[src/rtl/fetch_pc_unit.sv]
// fetch_pc_unit: programme counter and instruction-fetch request generator
module fetch_pc_unit #(
   parameter int              XLEN         = 32,
   parameter logic [XLEN-1:0] RESET_VECTOR = '0,
   parameter int              ILEN_BYTES   = 4
) (
   input  logic            clk,
   input  logic            rstn,
   output logic            imem_req_valid,
   input  logic            imem_req_ready,
   output logic [XLEN-1:0] imem_req_addr,
   input  logic            stall,
   input  logic            branch_en,
   input  logic [XLEN-1:0] branch_target,
   input  logic            trap_en,
   input  logic [XLEN-1:0] trap_target,
   input  logic            halt_req,
   input  logic            resume,
   output logic [XLEN-1:0] pc_current,
   output logic [XLEN-1:0] pc_next,
   output logic            misaligned_err,
   output logic [XLEN-1:0] misaligned_addr
);
   localparam int              ALIGN_BITS = $clog2(ILEN_BYTES);
   localparam logic [XLEN-1:0] INC        = XLEN'(ILEN_BYTES);
   localparam logic [XLEN-1:0] ALIGN_MASK = ~XLEN'(ILEN_BYTES - 1);
   typedef enum logic [1:0] {BOOT, RUN, HALT, ERR} state_t;
   state_t          state;
   logic [XLEN-1:0] pc;
   logic            held;
   logic            pend_v;
   logic            pend_trap;
   logic [XLEN-1:0] pend_tgt;
   logic            fire;
   logic            apply;
   logic            sel_en;
   logic            sel_trap;
   logic [XLEN-1:0] sel_tgt;
   logic            mis;
   assign imem_req_valid = (state == RUN) && (held || !stall);
   assign imem_req_addr  = pc;
   assign pc_next        = pc_current + INC;
   assign fire           = imem_req_valid && imem_req_ready;
   // a presented address may only change once accepted, so redirects land on fire or when nothing is presented
   assign apply          = fire || !imem_req_valid;
   // redirect selection: new trap > pending trap > new branch > pending branch
   always_comb begin
      sel_en   = trap_en || pend_v || branch_en;
      sel_trap = trap_en || (pend_v && pend_trap);
      sel_tgt  = trap_en ? trap_target :
                 (pend_v && pend_trap) ? pend_tgt :
                 branch_en ? branch_target : pend_tgt;
      mis      = sel_en && !sel_trap && (sel_tgt[ALIGN_BITS-1:0] != '0);
   end
   // fetch state machine, pc, pending redirect slot and misalignment reporting
   always_ff @(posedge clk) begin
      if (!rstn) begin
         state           <= BOOT;
         pc              <= RESET_VECTOR;
         pc_current      <= RESET_VECTOR;
         held            <= 1'b0;
         pend_v          <= 1'b0;
         pend_trap       <= 1'b0;
         pend_tgt        <= '0;
         misaligned_err  <= 1'b0;
         misaligned_addr <= '0;
      end else begin
         misaligned_err <= 1'b0;
         case (state)
            BOOT: state <= RUN;
            RUN: begin
               held <= imem_req_valid && !imem_req_ready;
               if (fire) pc_current <= pc;
               if (apply) begin
                  pend_v <= 1'b0;
                  if (mis) begin
                     misaligned_err  <= 1'b1;
                     misaligned_addr <= sel_tgt;
                     state           <= ERR;
                  end else begin
                     if (sel_en) pc <= sel_tgt & ALIGN_MASK;
                     else if (fire) pc <= pc + INC;
                     if (halt_req) state <= HALT;
                  end
               end else if (trap_en) begin
                  pend_v    <= 1'b1;
                  pend_trap <= 1'b1;
                  pend_tgt  <= trap_target;
               end else if (branch_en && !(pend_v && pend_trap)) begin
                  pend_v    <= 1'b1;
                  pend_trap <= 1'b0;
                  pend_tgt  <= branch_target;
               end
            end
            HALT: begin
               if (trap_en) pc <= trap_target & ALIGN_MASK;
               if (trap_en || resume) state <= RUN;
            end
            default: begin
               if (trap_en) pc <= trap_target & ALIGN_MASK;
               if (trap_en) state <= RUN;
            end
         endcase
      end
   end
endmodule

[config.mk]
export PLATFORM = sky130hd
export DESIGN_NAME = fetch_pc_unit
export DESIGN_NICKNAME = d
export VERILOG_FILES = /design/src/rtl/fetch_pc_unit.sv
export SDC_FILE = /design/constraint.sdc
export NUM_CORES = 1
export LEC_CHECK = 0
export CORE_MARGIN = 2
export CORE_UTILIZATION = 47
export CTS_CLUSTER_DIAMETER = 100
export CTS_CLUSTER_SIZE = 16
export DETAILED_ROUTE_END_ITERATION = 10
export GPL_TIMING_DRIVEN = 1
export PLACE_DENSITY = 0.78
export SKIP_CTS_REPAIR_TIMING = 1
export SLEW_MARGIN = 10
export SYNTH_ARGS = -nofsm -noshare
export SYNTH_HDL_FRONTEND = slang
export SYNTH_SLANG_ARGS = --single-unit
[constraint.sdc]
create_clock -name clk -period 2.3 [get_ports clk]
set_input_delay 0.46 -clock clk [delete_from_list [all_inputs] [get_ports clk]]
set_output_delay 0.46 -clock clk [all_outputs]
set_load 0.05 [all_outputs]
==> flow_summary_export.csv, run 1 <==
group,metric,value,unit
power_and_ir_drop,internal-power,4.62,mW
timing,final-hold-violation-count,0,
setup_path,crit-reg2reg-capture,"imem_req_addr[15]",
outcome,run_status,"complete, but fails checks",
hold_path,holdCritPathClass,"reg -> reg",
synth,number_of_flops_mapped_to_enable_cells_by_yosys,0,
clock_tree,worst_skew_pair.late_latency,420,ps
setup_path,worstPathArrival,2190,ps
synth,cell_taking_the_most_area_after_synthesis,"sky130_fd_sc_hd__dfxtp_1",
power_and_ir_drop,p_seq_share,37.6,%
die,ioPinCount,202,
power_and_ir_drop,areal_power_density_over_the_cells,574,nW/um^2
timing,max_freq,377,MHz
setup_path,timing.critical_path.fanout_max,5,
routing,routed_wl,24700,microns
synth,yosys_warnings,0,
die,die-area,17100,sq um
timing,report.final.slew_viol_count,0,
synth,post_synth_instance_area,7540,sq um
setup_path,cp_cell_sequence,"ha_4 -> nand4_1 -> nor2_4 -> nand4_1 -> nor2_4 -> nand3_4 -> xnor2_4 -> buf_12",
die,rows,46,
synth,ys.flop_type,"sky130_fd_sc_hd__dfxtp_1",
grt,grt_pass1_wl,37800,microns
place,post_dp_cell_area,10700,sq um
timing,finalClockSkew,5.11,ps
synth,postSynthAreaPerCell,8.09,sq um
die,die_y,131,microns
clock_tree,cts.reportedPaths.clkPinSlew,50,ps
synth,asyncSetResetFlopFracSynth,0,%
setup_path,worst-endpoint-required,1840,ps
hold_path,worst_hold_path.endpoint,"misaligned_addr[5]",
die,core_region_area,15800,sq um
setup_path,timing.critical_path.to_type,"primary output",
hold_path,hold_path_depth,2,
power_and_ir_drop,pwr-share-clk,39.2,%
routing,drt_pass1_iterations,6,
power_and_ir_drop,total_switching_power,1.98,mW
place,gp_congestion,0.934,
clock_tree,max-clock-path-buffers,2,
synth,yosys-top-cells-area,"sky130_fd_sc_hd__dfxtp_1, sky130_fd_sc_hd__nand2_1, sky130_fd_sc_hd__a21boi_0",
grt,antenna_found_initial,0,
die,initial_core_util,47.8,%
setup_path,r2r_setup_slack,270,ps
power_and_ir_drop,p_comb_share,23.2,%
grt,grt_start_max_net_pins,62,
place,worst_setup_slack_post_dpl,-246,ps
power_and_ir_drop,sw_frac_of_total,29.9,%
synth,yosys.area.top_type_share,34.5,%
routing,antenna_left,0,
synth,post-synth-top-count-cell,"sky130_fd_sc_hd__nand2_1",
timing,setup_ws,-354,ps
grt,globalRoute.totalOverflow,0,
grt,vias_in_the_first_global_route,7270,
finish,final_nets,1257,
outcome,failed_checks,"negative setup slack",
finish,multiInputGateArea,4910,sq um
timing,fin_crit_sh,115,%
grt,grt.total_usage,28.1,%
routing,drt_drc_violations_left,0,
hold_path,hp-start,"misaligned_addr[5]",
setup_path,crit_reg_reg_startpoint,"state[1]",
power_and_ir_drop,total_leakage_power,4.66,nW
power_and_ir_drop,design_power_total,6.60,mW
routing,detailedRoute.firstIterationViolations,713,
setup_path,critPathSlowestCell,"sky130_fd_sc_hd__dfxtp_4",
clock_tree,htreeDepth,4,
timing,finalCriticalPeriod,2650,ps
job,maxCapViolations,0,
clock_tree,cts_root_buffer,"sky130_fd_sc_hd__clkbuf_16",
clock_tree,cts_num_sinks,130,
finish,count_of_fill_cells_added_during_filler_insertion,1240,
timing,finalSetupViolations,21,
setup_path,crit_type,"reg -> out",
synth,ys_ff_latch,130,
setup_path,ff2ff_path_depth,7,
routing,routed_via_density,5.73,
finish,post-route-cell-area,11500,sq um
clock_tree,tritoncts,"built",
synth,synth_seq_area_share,34.5,%
synth,syn_inst,931,
place,buffer_ports.inserted,195,
die,die_w,131,microns
routing,vias,8090,
finish,antenna_cells,0,
finish,final_layout_size_suffix_gt1_share,21.2,%
timing,max-slew-margin-rel,59.6,%
routing,detail_routed_net_length_per_standard_cell,17.5,microns
power_and_ir_drop,worst_ir_drop_vdd,0.000502,V
timing,grt_setup_unrepaired,"true",
finish,syn2layout_area_growth,52.4,%
synth,synthTopCellsByCount,"sky130_fd_sc_hd__nand2_1, sky130_fd_sc_hd__dfxtp_1, sky130_fd_sc_hd__a21boi_0, sky130_fd_sc_hd__o21ai_0, sky130_fd_sc_hd__nand3_1",
place,post-dp-hpwl,17900,microns
timing,holdWs,450,ps
setup_path,slowest_delay,380,ps
setup_path,worst_setup_path_start_kind,"flip-flop",
synth,synth.lib_cells_used.distinct,78,
clock_tree,cts_made_buffers,17,
finish,seq_area,2660,sq um
timing,worst_slew_pin_slew,606,ps
## cell usage in the layout (no fill, tap or decap), types with 13 or more instances in the layout
cell type	synthesis	layout
sky130_fd_sc_hd__a21oi_1	42	42
sky130_fd_sc_hd__a21boi_1	23	23
sky130_fd_sc_hd__buf_12	1	31
sky130_fd_sc_hd__o211ai_1	20	20
sky130_fd_sc_hd__nand4_1	13	13
sky130_fd_sc_hd__dfxtp_1	130	111
sky130_fd_sc_hd__a21boi_0	47	47
sky130_fd_sc_hd__o21ai_0	47	47
sky130_fd_sc_hd__clkdlybuf4s50_1	0	161
sky130_fd_sc_hd__nor2b_1	13	13
sky130_fd_sc_hd__buf_4	11	103
sky130_fd_sc_hd__o21ai_1	18	18
sky130_fd_sc_hd__nand3_1	45	37
sky130_fd_sc_hd__nand2b_1	35	35
sky130_fd_sc_hd__o211a_1	27	27
sky130_fd_sc_hd__nor2_1	33	29
sky130_fd_sc_hd__clkbuf_16	0	17
sky130_fd_sc_hd__nand2_1	182	178
sky130_fd_sc_hd__mux2i_1	26	26
## routing by layer
metal | global-route usage [%] | share of wire, %
met5 | 0 | 0
met1 | 40.1 | 43
met3 | 5.46 | 9.2
met2 | 43.1 | 46
met4 | 8.26 | 1.7
## metrics by stage
step / setup TNS, ps / utilization [%] / std cells
after floorplan: -845 / - / 936
after global placement: -5250 / 67.8 / 1367
after detailed placement: -9130 / 67.8 / 1367
after CTS: -4250 / 71.3 / 1398
after global routing: -5910 / 72.8 / 1411
final: -4070 / 72.8 / 1411
## how the worst max path moves through the flow
stage | from | slack [ps] | end | cells after the start
2_1_floorplan | pc_current[3] | -180 | pc_next[30] | 7
3_3_place_gp | branch_en | -230 | imem_req_addr[20] | 8
3_5_place_dp | branch_en | -250 | imem_req_addr[20] | 8
4_1_cts | pc_current[3] | -430 | pc_next[30] | 8
5_1_grt | pc_current[2] | -470 | pc_next[28] | 8
6_report | pc_current[2] | -350 | pc_next[30] | 8
## flip-flops by register name, indices dropped and copies added (netlist names)
signal and flops:
pc_current 30, pend_tgt 32, pend_trap 1, pend_v 1, imem_req_addr 30, misaligned_err 1
misaligned_addr 32, state 2, held 1
## worst max-delay path, delay by kind of cell (launching register included)
family / cells / cell delay [ps]
XOR/XNOR: 1 / 170
adder cells (fa/ha/maj): 1 / 140
buffers and inverters: 1 / 150
flip-flops: 1 / 380
AND/OR/NAND/NOR: 5 / 940
## power groups by stage
stage	Clock [mW]	Combinational (mW)	Sequential, mW
finish	2.59	1.53	2.48
global route	2.69	1.62	2.49
CTS	2.60	1.51	2.48
detailed placement	0	1.50	2.52
global placement	0	1.48	2.52
floorplan	0	0.649	2.76
## kinds of logic after synthesis
logic type	Yosys count	share of synthesized area, %
other cells	1	0.0498
compound gates	278	26.0
flops	130	34.5
simple gates	373	24.3
fa+ha+maj	2	0.332
buf+inv	76	5.74
mux	35	4.80
xor+xnor	36	4.18
## area by class of cell
class                   instances  area share, %
clock buffers                  25           4.14
well taps                     216           2.35
multi-input cells             730           42.7
inverters                       2         0.0654
clock inverters                 6          0.697
flip-flops and latches        130           23.1
repair buffers                302           26.9
Power figures use the tool's default switching activity.
==> run 2, diff against run 1 <==
Settings changed: CORE_MARGIN 2 to default.
==> flow_summary_export.csv, run 2 (same netlist as run 1, synthesis figures left out) <==
group,metric,value,unit
timing,report.final.slew_viol_count,0,
place,placed_cells,1349,
timing,fin_crit_sh,115,%
die,ioPinCount,202,
routing,drt_pass1_iterations,5,
timing,fin_tns_setup,-4000,ps
clock_tree,tritoncts,"built",
routing,detailedRoute.firstIterationViolations,564,
die,die_y,129,microns
timing,finalSetupViolations,18,
hold_path,hp-start,"misaligned_addr[31]",
die,initial_core_util,48.8,%
setup_path,timing.critical_path.to_type,"primary output",
routing,drt_drc_violations_left,0,
routing,routed_wl,24000,microns
timing,grt_setup_unrepaired,"true",
finish,syn2layout_area_growth,51.7,%
clock_tree,htreeDepth,4,
die,die_w,129,microns
place,gp_congestion,0.900,
finish,final_layout_size_suffix_gt1_share,20.2,%
job,maxCapViolations,0,
clock_tree,cts.reportedPaths.clkPinSlew,60,ps
power_and_ir_drop,p_seq_share,38.4,%
setup_path,timing.critical_path.buf_inv,2,
grt,grt.total_usage,28.6,%
clock_tree,cts_made_buffers,17,
die,die-area,16500,sq um
power_and_ir_drop,worst_ir_drop_vdd,0.000487,V
routing,detail_routed_net_length_per_standard_cell,17.2,microns
setup_path,cpLargestDelayFamily,"simple AND/OR/NAND/NOR gates",
timing,holdWs,452,ps
die,rows,45,
finish,layout_top_registers,"misaligned_addr: 32 flops, pend_tgt: 32 flops",
power_and_ir_drop,total_switching_power,1.97,mW
setup_path,crit_start,"pc_current[2]",
die,core_region_area,15400,sq um
setup_path,critPathSlowestCell,"sky130_fd_sc_hd__dfxtp_4",
setup_path,worstPathArrival,2190,ps
grt,grt_start_max_net_pins,59,
power_and_ir_drop,p_comb_share,23.0,%
finish,final_nets,1248,
finish,post_layout_nonfiller_instances,1398,
finish,mostFrequentLayoutCell,"sky130_fd_sc_hd__nand2_1",
finish,layout.cells.most_common_list,"sky130_fd_sc_hd__nand2_1, sky130_fd_sc_hd__clkdlybuf4s50_1, sky130_fd_sc_hd__dfxtp_1",
clock_tree,cts_root_buffer,"sky130_fd_sc_hd__clkbuf_16",
timing,max-slew-margin-rel,62.9,%
power_and_ir_drop,areal_power_density_over_the_cells,569,nW/um^2
clock_tree,max-clock-path-buffers,2,
timing,finalCriticalPeriod,2650,ps
timing,worst_slew_pin_slew,555,ps
power_and_ir_drop,internal-power,4.54,mW
power_and_ir_drop,pwr-share-clk,38.6,%
grt,grt_pass1_wl,37100,microns
outcome,run_status,"complete, but fails checks",
timing,max_freq,377,MHz
power_and_ir_drop,sw_frac_of_total,30.2,%
timing,final-hold-violation-count,0,
grt,antenna_found_initial,0,
hold_path,holdCritPathClass,"reg -> reg",
clock_tree,cts_num_sinks,130,
setup_path,worst_setup_path_start_kind,"flip-flop",
place,buffer_ports.inserted,195,
finish,count_of_fill_cells_added_during_filler_insertion,1176,
setup_path,timing.critical_path.fanout_max,6,
routing,routed_via_density,5.70,
timing,setup_ws,-350,ps
timing,finalClockSkew,7.11,ps
power_and_ir_drop,total_leakage_power,4.66,nW
clock_tree,worst_skew_pair.late_latency,420,ps
place,post-dp-hpwl,17500,microns
setup_path,crit_reg_reg_startpoint,"imem_req_addr[7]",
grt,vias_in_the_first_global_route,7026,
setup_path,cp_cell_sequence,"ha_4 -> nand4_1 -> nor2_4 -> nand4_1 -> nor2_4 -> buf_6 -> xor2_4 -> buf_12",
setup_path,slowest_delay,380,ps
routing,vias,7962,
finish,antenna_cells,0,
setup_path,crit_type,"reg -> out",
grt,globalRoute.totalOverflow,0,
setup_path,worst-endpoint-required,1840,ps
routing,antenna_left,0,
outcome,failed_checks,"negative setup slack",
[run 2: path summary, 6_finish.rpt]
kind	to	slack, ps	depth (start not counted)
max reg2reg	imem_req_addr[25]	240	6
min	misaligned_addr[31]	450	2
min reg2reg	misaligned_addr[31]	450	2
max	pc_next[26]	-350	8
[run 2: layer usage]
layer | track usage (%) | vias up | wire, microns | share of wire, %
met3 | 5.16 | 34 | 2090 | 8.7
met2 | 43.4 | 390 | 10800 | 45
met4 | 9.20 | 0 | 346 | 1.4
li1 | - | 3819 | - | -
met5 | 0 | - | 0 | 0
met1 | 40.9 | 3719 | 10800 | 45
[run 2: tightest hold or removal path, cell delays in order (launching register included)]
cell and delay (ps):
sky130_fd_sc_hd__dfxtp_1 310, sky130_fd_sc_hd__nand2_1 50, sky130_fd_sc_hd__a21boi_1 50
[run 2: final cells by class]
class	count	area, sq um	share of cell area, %
Sequential cell	130	2660	23.2
Timing Repair Buffer	293	3050	26.6
Inverter	2	7.51	0.0657
Tap cell	211	264	2.31
Clock inverter	6	55.1	0.482
Clock buffer	26	489	4.28
Multi-Input combinational cell	730	4910	43.0
[run 2: through the flow]
| step | instance area (sq um) | util (%) | power [mW] | setup WS, ps |
|---|---|---|---|---|
| after global routing | 11400 | 74.1 | 6.74 | -433 |
| after CTS | 11100 | 72.2 | 6.50 | -429 |
| after global placement | 10600 | 68.7 | 3.99 | -257 |
| after detailed placement | 10600 | 68.7 | 4.00 | -302 |
| after floorplan | 7880 | - | 3.41 | -179 |
| final | 11400 | 74.1 | 6.51 | -350 |
[run 2: power by group through the flow]
stage / logic [mW] / registers, mW / clock network, mW
after floorplan: 0.649 / 2.76 / 0
after global placement: 1.45 / 2.53 / 0
after detailed placement: 1.46 / 2.54 / 0
after CTS: 1.47 / 2.49 / 2.54
after global routing: 1.59 / 2.51 / 2.64
final: 1.50 / 2.50 / 2.51
